**src/rtl/rgb_pwm_led_array.sv**
```systemverilog
`default_nettype none
// ============================================================================
// rgb_pwm_led_array : N_LED RGB LEDs with per-LED colour/PWM duty, blink mode
//                     and on-chip synchronised, debounced button control.
// Revision 1.0
// ============================================================================
module rgb_pwm_led_array #(
  parameter int N_LED           = 2,
  parameter int PWM_BITS        = 8,
  parameter int BRIGHT_STEP     = 32,
  parameter int DEBOUNCE_CYCLES = 50000,
  parameter int BLINK_DIV       = 2**24,
  localparam int SEL_W          = (N_LED > 1) ? $clog2(N_LED) : 1
) (
  input  logic               clk,
  input  logic               reset,
  input  logic               switch0,
  input  logic               switch1,
  input  logic [3:0]         button,
  output logic [3*N_LED-1:0] RGB_LED,
  output logic [SEL_W-1:0]   sel_led
);

  localparam int DW = $clog2(DEBOUNCE_CYCLES + 1);
  localparam int BW = $clog2(BLINK_DIV);
  localparam logic [PWM_BITS-1:0] DMAX   = '1;
  localparam logic [PWM_BITS-1:0] STEP   = PWM_BITS'(BRIGHT_STEP);
  localparam logic [PWM_BITS:0]   STEP_X = (PWM_BITS + 1)'(BRIGHT_STEP);

  logic [3:0]          sync1_q, sync1_d, sync2_q, sync2_d;
  logic [3:0]          deb_q, deb_d, arm_q, arm_d, press_q, press_d;
  logic [DW-1:0]       dcnt_q [4];
  logic [DW-1:0]       dcnt_d [4];
  logic [1:0]          vld_q, vld_d;
  logic [2:0]          colour_q [N_LED];
  logic [2:0]          colour_d [N_LED];
  logic [PWM_BITS-1:0] duty_q [N_LED];
  logic [PWM_BITS-1:0] duty_d [N_LED];
  logic [SEL_W-1:0]    sel_q, sel_d;
  logic [PWM_BITS-1:0] pwm_q, pwm_d;
  logic [BW-1:0]       blink_q, blink_d;
  logic                phase_q, phase_d;
  logic [3*N_LED-1:0]  rgb_q, rgb_d;

  function automatic logic [PWM_BITS-1:0] sat_add(input logic [PWM_BITS-1:0] d);
    logic [PWM_BITS:0] s;
    s = {1'b0, d} + STEP_X;
    return (s > {1'b0, DMAX}) ? DMAX : s[PWM_BITS-1:0];
  endfunction

  function automatic logic [PWM_BITS-1:0] sat_sub(input logic [PWM_BITS-1:0] d);
    return (d < STEP) ? '0 : d - STEP;
  endfunction

  always_comb begin
    sync1_d = button;
    sync2_d = sync1_q;
    vld_d   = {vld_q[0], 1'b1};
    for (int i = 0; i < 4; i++) begin
      deb_d[i]  = deb_q[i];
      dcnt_d[i] = '0;
      if (sync2_q[i] != deb_q[i]) begin
        if (dcnt_q[i] == DW'(DEBOUNCE_CYCLES - 1)) deb_d[i] = sync2_q[i];
        else dcnt_d[i] = dcnt_q[i] + 1'b1;
      end
    end
    // A button only arms once a genuine released sample has passed the
    // synchroniser, so a button held through reset never yields a press.
    arm_d   = arm_q | ({4{vld_q[1]}} & ~sync2_q);
    press_d = deb_d & ~deb_q & arm_q;
  end

  always_comb begin
    sel_d = sel_q;
    if (press_q[3]) sel_d = (sel_q == SEL_W'(N_LED - 1)) ? '0 : sel_q + 1'b1;
    for (int k = 0; k < N_LED; k++) begin
      colour_d[k] = colour_q[k];
      duty_d[k]   = duty_q[k];
      if (sel_q == SEL_W'(k)) begin
        if (press_q[0]) colour_d[k] = colour_q[k] + 3'd1;
        if (press_q[1] && !press_q[2]) duty_d[k] = sat_add(duty_q[k]);
        if (press_q[2] && !press_q[1]) duty_d[k] = sat_sub(duty_q[k]);
      end
    end
  end

  always_comb begin
    pwm_d   = pwm_q + 1'b1;
    blink_d = blink_q + 1'b1;
    phase_d = phase_q;
    if (blink_q == BW'(BLINK_DIV - 1)) begin
      blink_d = '0;
      phase_d = ~phase_q;
    end
    for (int k = 0; k < N_LED; k++) begin
      for (int c = 0; c < 3; c++) begin
        rgb_d[3*k+c] = switch0 & (pwm_q < duty_q[k]) & colour_q[k][c] & (~switch1 | phase_q);
      end
    end
  end

  always_ff @(posedge clk) begin
    if (reset) begin
      sync1_q <= '0;
      sync2_q <= '0;
      deb_q   <= '0;
      arm_q   <= '0;
      press_q <= '0;
      vld_q   <= '0;
      for (int i = 0; i < 4; i++) dcnt_q[i] <= '0;
      for (int k = 0; k < N_LED; k++) begin
        colour_q[k] <= '0;
        duty_q[k]   <= DMAX;
      end
      sel_q   <= '0;
      pwm_q   <= '0;
      blink_q <= '0;
      phase_q <= 1'b1;
      rgb_q   <= '0;
    end else begin
      sync1_q  <= sync1_d;
      sync2_q  <= sync2_d;
      deb_q    <= deb_d;
      arm_q    <= arm_d;
      press_q  <= press_d;
      vld_q    <= vld_d;
      dcnt_q   <= dcnt_d;
      colour_q <= colour_d;
      duty_q   <= duty_d;
      sel_q    <= sel_d;
      pwm_q    <= pwm_d;
      blink_q  <= blink_d;
      phase_q  <= phase_d;
      rgb_q    <= rgb_d;
    end
  end

  assign RGB_LED = rgb_q;
  assign sel_led = sel_q;

endmodule
`default_nettype wire
```
**config.mk**
```make
export PLATFORM = sky130hd
export DESIGN_NAME = rgb_pwm_led_array
export DESIGN_NICKNAME = d
export VERILOG_FILES = /design/src/rtl/rgb_pwm_led_array.sv
export SDC_FILE = /design/constraint.sdc
export NUM_CORES = 1
export LEC_CHECK = 0
export CAP_MARGIN = 15
export CORE_UTILIZATION = 40
export CTS_CLUSTER_SIZE = 8
export DETAILED_ROUTE_END_ITERATION = 8
export HOLD_SLACK_MARGIN = 0.02
export PLACE_DENSITY = 0.57
export RECOVER_POWER = 100
export SKIP_CTS_REPAIR_TIMING = 1
export SYNTH_ARGS = -nofsm -noshare
export SYNTH_HDL_FRONTEND = slang
export SYNTH_SLANG_ARGS = --single-unit
```
**constraint.sdc**
```tcl
create_clock -name clk -period 1.8 [get_ports clk]
set_input_delay 0.27 -clock clk [delete_from_list [all_inputs] [get_ports clk]]
set_output_delay 0.27 -clock clk [all_outputs]
set_load 0.01 [all_outputs]
```
# Yosys cells after proc, flatten, opt, wreduce, memory -nomap -nowiden
# Cells that the tools add are included.
# word_totals
ff_bits	148
input_bits	8
out_inout_bits	7
word_cells	108
# op_classes
add_sub_neg	13
magnitude_cmp	6
n_eq_ne	9
mux	18
bitwise	28
reduce_logical	14
# op_table
operator	count
16-bit by 1-bit adder with 16-bit output (second input constant)	4
16-bit equality test (second input constant)	4
8-bit two-way mux	8
24-bit by 1-bit adder with 24-bit output (second input constant)	1
24-bit equality test (second input constant)	1
8-bit by 6-bit adder with 9-bit output (second input constant)	2
9-bit by 8-bit > comparator with 1-bit output (second input constant)	2
8-bit by 6-bit less-than comparator with 1-bit output (second input constant)	2
8-bit less-than comparator	2
8-bit by 6-bit subtractor with 8-bit output (second input constant)	2
1-bit AND	14
4-bit AND	3
3-bit OR reduction	4
1-bit two-way mux	10
8-bit by 1-bit adder with 8-bit output (second input constant)	1
4-bit NOT	2
2-bit AND reduction	4
1-bit NOT	7
3-bit by 1-bit adder with 3-bit output (second input constant)	2
1-bit inequality test	4
4-bit bitwise OR	1
1-bit logical AND	2
1-bit zero test	2
2-bit nonzero test	1
3 further kinds	3

# Logic depth before layout (Yosys ltp)
# logic_depth
depth_word	5
depth_mapped	7
mapped_depth_nobuf	6

# Least setup slack after synthesis
# No wires, ideal clock.
# synth_path
path_kind	register to register
from	register blink_q[0]
to	register blink_q[18]
setup_ps	71
arrival_time_ps	1768
required_time_ps	1729
setup_slack_ps	-39
path_stages_with_launch	7
n_path_buf	1
period_less_slack_ps	1839
cell_sequence	dfxtp_1 -> ha_1 -> nand4_1 -> or2_2 -> clkbuf_1 -> or4_1 -> a21oi_1
# synth_via
elab_chain_cells	2
word_cells_on_any_way	3
cone_classes	add/sub (1); eq/ne (1); reduce/logical (1)
# synth_lines
item	line_no	rtl
from (decl)	41	logic [BW-1:0] blink_q, blink_d;
from (signal assigned)	132	blink_q <= blink_d;
branches (longest 2 deep; another with 24-bit by 1-bit adder with 24-bit output)	--	
# Parallel ways; which one is timed is not known.
# A chain may end at the register's enable or synchronous reset.

# Worst setup path after layout
# layout_path
from	register dcnt_q[27] in the netlist's numbering
to	register dcnt_q[27] in the netlist's numbering
# layout_via
elab_chain_cells	2
word_cells_on_any_way	3
cone_classes	add/sub (1); eq/ne (1); reduce/logical (1)
# layout_lines
item	line_no	rtl
from (decl)	32	logic [DW-1:0] dcnt_q [4];
from (signal assigned)	127	dcnt_q <= dcnt_d;
branches (longest 2 deep; another with 16-bit by 1-bit adder with 16-bit output)	--	
# Parallel ways; which one is timed is not known.

==> key figures <==
Status
  • Outcome: finished clean

Cells and area
  • Area Growth Syn to Fin: 18.4%
  • Non-Filler Instances: 986
  • Most common cell after layout, fill and taps aside: dfxtp_1
  • Most frequent cells in the layout: 134 x dfxtp_1, 101 x nor2_1, 39 x nand3_1
  • Nets@finish: 800
  • Diodes inserted: 0
  • Fill cell count: 1464
  • Share of layout cells above drive strength 1: 12.1%

Logic synthesis
  • Syn avg cell area: 8.97 sq um
  • Net count after synthesis: 747
  • Post-synth EDFFs: 0
  • Syn Inst Count: 710
  • Netlist Area Pre-Place: 6370 sq um
  • Asr flop ratio synth: 0%
  • Post-synthesis sequential area ratio: 44.0%
  • Synth cell types: 55
  • Synth Warn #: 0
  • Top FF cell, synth: dfxtp_1
  • Flip-flop and latch count after synthesis: 140

Detailed routing
  • Final antenna-violating net count: 0
  • Via/cell ratio: 5.13
  • DR iter-0 viols: 204
  • Final wirelength: 12300 microns
  • DR DRC count: 0
  • Detailed-route wire length per cell: 12.5 microns
  • Via count: 5058
  • Drt pass-1 iters: 5

Timing
  • Worst-Margin Slew: 1050 ps
  • Peak Freq: 571 MHz
  • Final Skew: 8.04 ps
  • Tmin final: 1750 ps
  • Rel. slew slack: 29.7%
  • Pins over their slew limit: 0
  • Fin crit share: 97.4%
  • RSZ-0062 raised after global routing: true
  • TNS Setup: 0 ps
  • Final Hold Viols: 0
  • Final setup vio count: 0

CTS
  • Later-pin clock latency in the skew report: 410 ps
  • Longest Clk Path Bufs: 2
  • H-Tree Depth: 4
  • CTS buffer count: 17
  • CTS tree: done
  • Root Buffer: clkbuf_16
  • Clk pin slew, worst setup/hold paths: 50 ps
  • Clk sinks: 140

Worst setup path
  • Kind of critical path: reg2reg
  • WP data arrival: 2040 ps
  • Crit path launch type: flop
  • Setup crit end kind: flop
  • Required @ worst endpoint: 2090 ps
  • Cell count of the worst reg-to-reg path: 4
  • CP Max Fanout: 14

Floorplanning
  • Die Height: 128 microns
  • Die area: 16400 sq um
  • Initial core utilization: 41.4%
  • Row Count: 45
  • Core Box Area: 15400 sq um
  • Top-Level Pins: 15
  • Die W: 128 microns

Min path
  • HP Class: in2reg
  • Hold Crit Depth: 2

Placed design
  • Placed cells: 955
  • Number of port buffers: 14
  • Placer Congestion: 0.803
  • Final HPWL from detailed placement: 8870 microns

Global routing
  • Total track usage: 16.4%
  • Gr ovfl total: 0
  • Initial antenna violation count: 0
  • Largest net degree at the start of global routing: 25
  • Vias in the first global route: 4874
  • First-pass GRT wire length: 21700 microns

Pwr
  • Int Power: 5.17 mW
  • Maximum vdd drop: 0.000682 V
  • Switching Share: 20.2%
  • Logic pwr share: 2.0%
  • Clock share of power: 49.3%
  • Static leakage: 2.85 nW
  • Power density over the cells: 859 nW/um^2
  • Sequential power share: 48.7%
  • Net Sw Power: 1.31 mW

Flow run
  • Maxcap violations: 0
[power groups by stage]
stage	registers, mW	clock network [mW]	logic (mW)
final	3.16	3.20	0.126
after global routing	3.16	3.45	0.146
after CTS	3.16	3.29	0.139
after detailed placement	3.22	0	0.137
after global placement	3.22	0	0.137
after floorplan	3.22	0	0.0830
[cells in the mapped netlist, types with 10 or more instances]
library cell | number | area, sq um
a21oi_1 | 38 | 190
xor2_1 | 38 | 333
or4_1 | 12 | 90.1
nor4_1 | 10 | 62.6
and3_1 | 16 | 100
inv_1 | 26 | 97.6
o21ai_0 | 21 | 105
xnor2_1 | 35 | 307
nand3_1 | 39 | 195
ha_1 | 29 | 363
nor3_1 | 10 | 50.1
or3_1 | 11 | 68.8
nand4_1 | 24 | 150
dfxtp_1 | 140 | 2800
clkbuf_1 | 21 | 78.8
nand2_1 | 33 | 124
o31ai_1 | 13 | 97.6
nor2_1 | 101 | 379
nor2b_1 | 15 | 93.8
[cell families after synthesis]
| kind of cell | share of synthesized area, % |
|---|---|
| fa+ha+maj | 5.70 |
| xor+xnor | 10.0 |
| flops | 44.0 |
| mux | 0.943 |
| buf+inv | 3.40 |
| compound gates | 9.37 |
| simple gates | 26.6 |
[cell type report]
class,count,area (sq um),area share (%)
inverters,26,97.6,1.29
flip-flops and latches,140,2810,37.3
clock inverters,8,67.6,0.896
repair buffers,60,443,5.87
well taps,211,264,3.50
clock buffers,23,478,6.34
multi-input cells,518,3380,44.8
[stage by stage]
step | power (mW) | utilization (%) | hold WS, ps | setup WS [ps] | cell area, sq um
floorplan | 3.30 | - | 398 | 5.98 | 6380
global placement | 3.36 | 45.7 | 419 | 72.8 | 7030
detailed placement | 3.36 | 45.7 | 423 | 18.7 | 7030
CTS | 6.58 | 49.3 | 241 | -88.6 | 7570
global route | 6.75 | 49.1 | 429 | -14.5 | 7540
finish | 6.48 | 49.1 | 427 | 47.4 | 7540
[state kept, by name, indices dropped and copies added, names as in the netlist, 2 cells and up]
signal / count
dcnt_q: 64
sync2_q: 4
press_q: 4
vld_q: 2
arm_q: 4
colour_q: 6
RGB_LED: 6
pwm_q: 8
blink_q: 24
duty_q: 8
deb_q: 4
sync1_q: 4
[path summary, 6_finish.rpt]
kind                                   end  slack, ps  startpoint
worst max-delay path            dcnt_q[27]         50  dcnt_q[27]
worst min-delay path            sync1_q[3]        430   button[3]
worst max register to register  dcnt_q[27]         50  dcnt_q[27]
worst min register to register  blink_q[0]        430  blink_q[0]
[worst max-delay path: stages (launching register included)]
cell and delay (ps):
dfxtp_1 320, or4bb_1 510, or4_4 580, nand2_4 170
nor2_1 70
[per-layer routing]
metal	share of wire, %	track usage (%)	vias up
met5	0	0	-
met4	0.66	6.30	0
met3	3.1	4.51	4
met2	46	25.8	58
met1	51	21.3	2361
li1	-	-	2635
Note: power is estimated with default switching activity, not from simulation.
